[config.mk]
export PLATFORM = sky130hd
export DESIGN_NAME = pc_fetch_ctrl
export DESIGN_NICKNAME = d
export VERILOG_FILES = /design/src/rtl/pc_fetch_ctrl.sv
export SDC_FILE = /design/constraint.sdc
export NUM_CORES = 1
export LEC_CHECK = 0
export ABC_AREA = 1
export CAP_MARGIN = 20
export CORE_MARGIN = 4
export CORE_UTILIZATION = 35
export CTS_BUF_LIST = sky130_fd_sc_hd__clkbuf_4 sky130_fd_sc_hd__clkbuf_8
export CTS_CLUSTER_DIAMETER = 30
export DETAILED_ROUTE_END_ITERATION = 8
export PLACE_DENSITY = 0.72
export SLEW_MARGIN = 5
export SYNTH_ARGS = -nofsm -noshare
export SYNTH_HDL_FRONTEND = slang
export SYNTH_SLANG_ARGS = --single-unit
[constraint.sdc]
create_clock -name CLK -period 4.17 [get_ports CLK]
set_input_delay 0.834 -clock CLK [delete_from_list [all_inputs] [get_ports CLK]]
set_output_delay 0.834 -clock CLK [all_outputs]
set_load 0.03 [all_outputs]
[src/rtl/pc_fetch_ctrl.sv]
// rtl/pc_fetch_ctrl.sv - fetch-stage PC sequencer with req/ack memory port and redirect drain
// Optional feature macro: MISALIGN_TRAP_EN (redirects with target bit 1 set trap to TRAP_VEC)
module pc_fetch_ctrl #(
  parameter logic [31:0] RESET_PC  = 32'h0000_0000,
  parameter logic [31:0] NOP_INSTR = 32'h0000_0013,
  parameter logic [31:0] TRAP_VEC  = 32'h0000_0100
) (
  input  logic        CLK,
  input  logic        Reset,
  input  logic [1:0]  PCSrc,
  input  logic        BranchValid,
  input  logic [31:0] PCTarget,
  input  logic [31:0] ALUResult,
  input  logic        Stall,
  output logic        IReq,
  output logic [31:0] IAddr,
  input  logic        IAck,
  input  logic [31:0] IData,
  output logic [31:0] Instr,
  output logic [31:0] InstrPC,
  output logic        InstrValid,
  output logic        Flush,
  output logic        Misaligned
);

  typedef enum logic [1:0] {IDLE, FETCH, HOLD, DRAIN} state_t;

  state_t      state_q, state_d;
  logic [31:0] pc_q, pc_d;
  logic [31:0] req_addr_q, req_addr_d;
  logic [31:0] instr_q, instr_d;
  logic [31:0] instr_pc_q, instr_pc_d;
  logic        valid_q, valid_d;
  logic        flush_q, flush_d;
  logic        mis_q, mis_d;

  logic        redirect;
  logic [31:0] jalr_tgt;
  logic [31:0] target;
  logic        mis_hit;
  logic [31:0] redir_pc;

  assign redirect = BranchValid && (PCSrc == 2'b01 || PCSrc == 2'b10);
  assign jalr_tgt = ALUResult & ~32'h1;
  assign target   = (PCSrc == 2'b01) ? PCTarget : jalr_tgt;

`ifdef MISALIGN_TRAP_EN
  assign mis_hit = target[1];
`else
  assign mis_hit = 1'b0;
`endif

  assign redir_pc = mis_hit ? TRAP_VEC : target;

  always_comb begin
    state_d    = state_q;
    pc_d       = pc_q;
    req_addr_d = req_addr_q;
    instr_d    = instr_q;
    instr_pc_d = instr_pc_q;
    valid_d    = valid_q;
    flush_d    = 1'b0;
    mis_d      = 1'b0;

    if (valid_q && !Stall) valid_d = 1'b0;

    case (state_q)
      IDLE:  state_d = FETCH;
      FETCH: begin
        if (IAck) begin
          instr_d    = IData;
          instr_pc_d = pc_q;
          valid_d    = 1'b1;
          pc_d       = pc_q + 32'd4;
          state_d    = Stall ? HOLD : FETCH;
        end
      end
      HOLD:  if (!Stall) state_d = FETCH;
      DRAIN: if (IAck) state_d = FETCH;
      default: state_d = IDLE;
    endcase

    // A request already on the bus cannot be retracted, so a redirect without
    // its ack parks the old address in DRAIN until memory answers.
    if (redirect) begin
      pc_d       = redir_pc;
      valid_d    = 1'b0;
      instr_d    = NOP_INSTR;
      instr_pc_d = instr_pc_q;
      flush_d    = 1'b1;
      mis_d      = mis_hit;
      case (state_q)
        FETCH: begin
          if (IAck) begin
            state_d = FETCH;
          end else begin
            state_d    = DRAIN;
            req_addr_d = pc_q;
          end
        end
        DRAIN:   state_d = IAck ? FETCH : DRAIN;
        default: state_d = FETCH;
      endcase
    end
  end

  always_ff @(posedge CLK or posedge Reset) begin
    if (Reset) begin
      state_q    <= IDLE;
      pc_q       <= RESET_PC;
      req_addr_q <= RESET_PC;
      instr_q    <= NOP_INSTR;
      instr_pc_q <= 32'h0;
      valid_q    <= 1'b0;
      flush_q    <= 1'b0;
      mis_q      <= 1'b0;
    end else begin
      state_q    <= state_d;
      pc_q       <= pc_d;
      req_addr_q <= req_addr_d;
      instr_q    <= instr_d;
      instr_pc_q <= instr_pc_d;
      valid_q    <= valid_d;
      flush_q    <= flush_d;
      mis_q      <= mis_d;
    end
  end

  assign IReq       = (state_q == FETCH) || (state_q == DRAIN);
  assign IAddr      = (state_q == DRAIN) ? req_addr_q : pc_q;
  assign Instr      = instr_q;
  assign InstrPC    = instr_pc_q;
  assign InstrValid = valid_q;
  assign Flush      = flush_q;
  assign Misaligned = mis_q;

endmodule

==> results by group <==
Clock tree
  • CTS resizes: 0
  • Clock sink total: ~130
  • CTS buffer count: 17
  • Cts hold-fix bufs: 0
  • Clock input transition at the sequential cells of the worst setup and hold paths: about 80 ps
  • Clock Latency Late Sink: 450 ps
  • CTS root buf: clkbuf_8
  • Post-CTS Setup Bufs: 0
  • Max Root-Sink Buffers: 2
  • H-tree levels: 4
  • CTS tree: done

Worst setup path
  • CP Launch Type: register
  • Reg-to-reg startpoint: state_q[1]
  • CP Capture Type: primary output
  • Crit path launch: state_q[1]
  • Reg-to-reg slack, setup: just under 2000 ps
  • Worst path required time: 3340 ps
  • Critical Path AT: around 2700 ps
  • Setup CP Type: reg2out
  • Critical path peak fanout: 36

Global route
  • Number of global-route vias before repair: about 5.7k
  • First-pass GRT wire length: roughly 30000 um
  • Largest net degree at the start of global routing: 65
  • Total track usage: between 10% and 20%
  • Initial antenna violation count: 0
  • GRT Residual Overflow: 0

Synth
  • Syn Inst Count: a little over 800
  • Area leader, netlist: dfrtp_1
  • #FFs+latches synth: around 130
  • Yosys cell types: 31
  • Post-synth net total: just over 900
  • Syn_area_per_cell: around 8 sq um
  • Warnings, synthesis: 0
  • Mapped cell area: around 6600 sq um
  • Top-area cell type share of the netlist area: about half
  • Main area contributors after synthesis: dfrtp_1 49%, nand2_1 10%, o21ai_0 6.2%
  • Sequential area share after synthesis: between 50% and 60%

Cells and area
  • Commonest non-fill, non-tap cells in the layout: 200 x clkdlybuf4s50_1, 175 x nand2_1, 129 x dfrtp_1
  • ANT cells: 0
  • Area grow syn2layout: 38.8%
  • Ratio of cells with drive above 1 in the final layout: under 10%
  • Final non-filler cell total: roughly 1.2k
  • Commonest non-fill, non-tap cell in the layout: clkdlybuf4s50_1
  • Multi-input logic area: ~2800 sq um
  • # nets final: roughly 1.1k
  • Sequential cell area: ~3300 sq um
  • Fill count: ~1.7k

Pwr
  • Switching Power: 2830 uW
  • Internal Power: around 3500 uW
  • Pwr Density: 692 nW/um^2
  • Combinational share of power: around 50%
  • Leak: 0.00414 uW
  • Clock power frac: between 10% and 20%
  • Sequential share of power: around a third
  • Sw Ratio: ~45%
  • Peak VDD IR: roughly 290 uV

Drt
  • Wl on met1: approximately 9400 um
  • Routed length on met2: between 9000 and 10000 um
  • DRC violations left: 0
  • Starting DRC count in detailed routing: approximately 420
  • Post-DR wirelength/cell: between 15 and 20 um
  • WL met3: about 1100 um
  • WL final: between 15000 and 20000 um
  • Drt via density: 4.86
  • Detailed-route via count: a little over 6k
  • Routed Antenna Nets: 0
  • Detailed Routing Iterations Pass 1: 5
  • Uppermost layer routed: met4

STA
  • Final Slew Violations: 0
  • Tmin final: 3520 ps
  • Setup Viol. Count Final: 0
  • Unrepaired setup endpoints after global routing: false
  • Final setup TNS: 0 ps
  • Worst hold slack: just under 500 ps
  • Final Hold Fails: 0
  • Tcrit/Tclk final: a little over four fifths
  • Relative slew slack: between 30% and 40%
  • Layout Skew: between 10 and 15 ps
  • Highest Clock Rate: 284 MHz
  • Worst-margin pin slew: 1020 ps

Floorplanning
  • Site Rows: 49
  • Die width: between 100 and 150 um
  • IO Pins: 203
  • Die area: 21000 sq um
  • Initial Util: a little over a third
  • Core ar.: 18200 sq um
  • Die Y-Extent: between 100 and 150 um

Place
  • GP Congestion: roughly 0.94
  • Dpl cells: approximately 1.2k
  • Final HPWL DP: 14700 um
  • IO buf count: 200

Hold path
  • Hold path start: InstrPC[20]
  • Worst Hold Class: reg2reg

Status
  • Status: complete, no violations

Run
  • # Max-Cap Violations: 0
-- worst max-delay path, stage by stage (launching register included) --
cell	delay, ps
dfrtp_1	450
nand2_2	550
buf_4	330
nor2_1	60
a21oi_1	150
clkdlybuf4s50_1	690
-- state kept, by name, summed over array words and instances (netlist names) --
signal and flops:
pc_q 32, state_q 2, Flush 1, InstrPC 32
req_addr_q 32, InstrValid 1, Instr 32
-- layer usage --
layer	vias to the layer above	track usage, %
li1	3066	-
met1	2787	27.2
met2	178	28.6
met3	23	4.47
met4	0	4.66
met5	-	0
-- per-stage QoR --
step | total power (uW) | worst slack, ps | instance area, sq um | utilization (%)
after CTS | 6340 | 632 | 9100 | 50.0
final | 6300 | 654 | 9100 | 50.0
after global routing | 6710 | 463 | 9100 | 50.0
after floorplan | 4010 | 1700 | 6560 | -
after detailed placement | 5310 | 760 | 8730 | 48.0
after global placement | 5260 | 780 | 8730 | 48.0
-- final cells by class --
class,instances,share of cell area (%)
Clock inverter,14,1.46
Multi-Input combinational cell,571,30.3
Clock buffer,17,2.57
Tap cell,229,3.15
Timing Repair Buffer,212,23.3
Inverter,70,2.93
Sequential cell,132,36.3
-- Yosys cell counts --
cell / number
nor2_4: 10
nor2_1: 102
o21ai_0: 81
buf_6: 2
a22o_1: 29
nand4_1: 2
nor3_1: 5
a31oi_1: 3
inv_1: 64
buf_2: 20
dfstp_2: 3
o22a_1: 3
nand2_4: 1
nand2_2: 4
a22oi_1: 2
buf_4: 5
inv_2: 6
dfrtp_1: 129
a211oi_1: 3
o22ai_1: 1
xor2_1: 1
nand2_1: 177
a21oi_1: 64
clkbuf_1: 20
ha_1: 2
and2_1: 2
nor2_2: 4
conb_1: 1
o31ai_1: 1
nand3_1: 46
o21ai_1: 27
-- final timing paths --
path                                   to  cells past startpoint
hold / removal                InstrPC[20]                      2
setup / recovery                IAddr[16]                      5
max in group asynchronous  req_addr_q[18]                      3
setup reg to reg                  pc_q[5]                      7
hold reg to reg               InstrPC[20]                      2
min in group asynchronous       Instr[11]                      2
-- power by group through the flow --
stage               combinational [uW]  sequential [uW]  clock (uW)
floorplan                         1460             2550           0
global placement                  3120             2140           0
detailed placement                3160             2150           0
CTS                               3170             2140        1040
global route                      3400             2200        1100
finish                            3140             2140        1020
-- logic make-up after synthesis --
group           synth area share [%]
simple gates                    22.9
flops                           50.4
compound gates                  18.5
buf+inv                         7.60
other cells                   0.0572
xor+xnor                       0.134
fa+ha+maj                      0.382
Power figures use the tool's default switching activity.
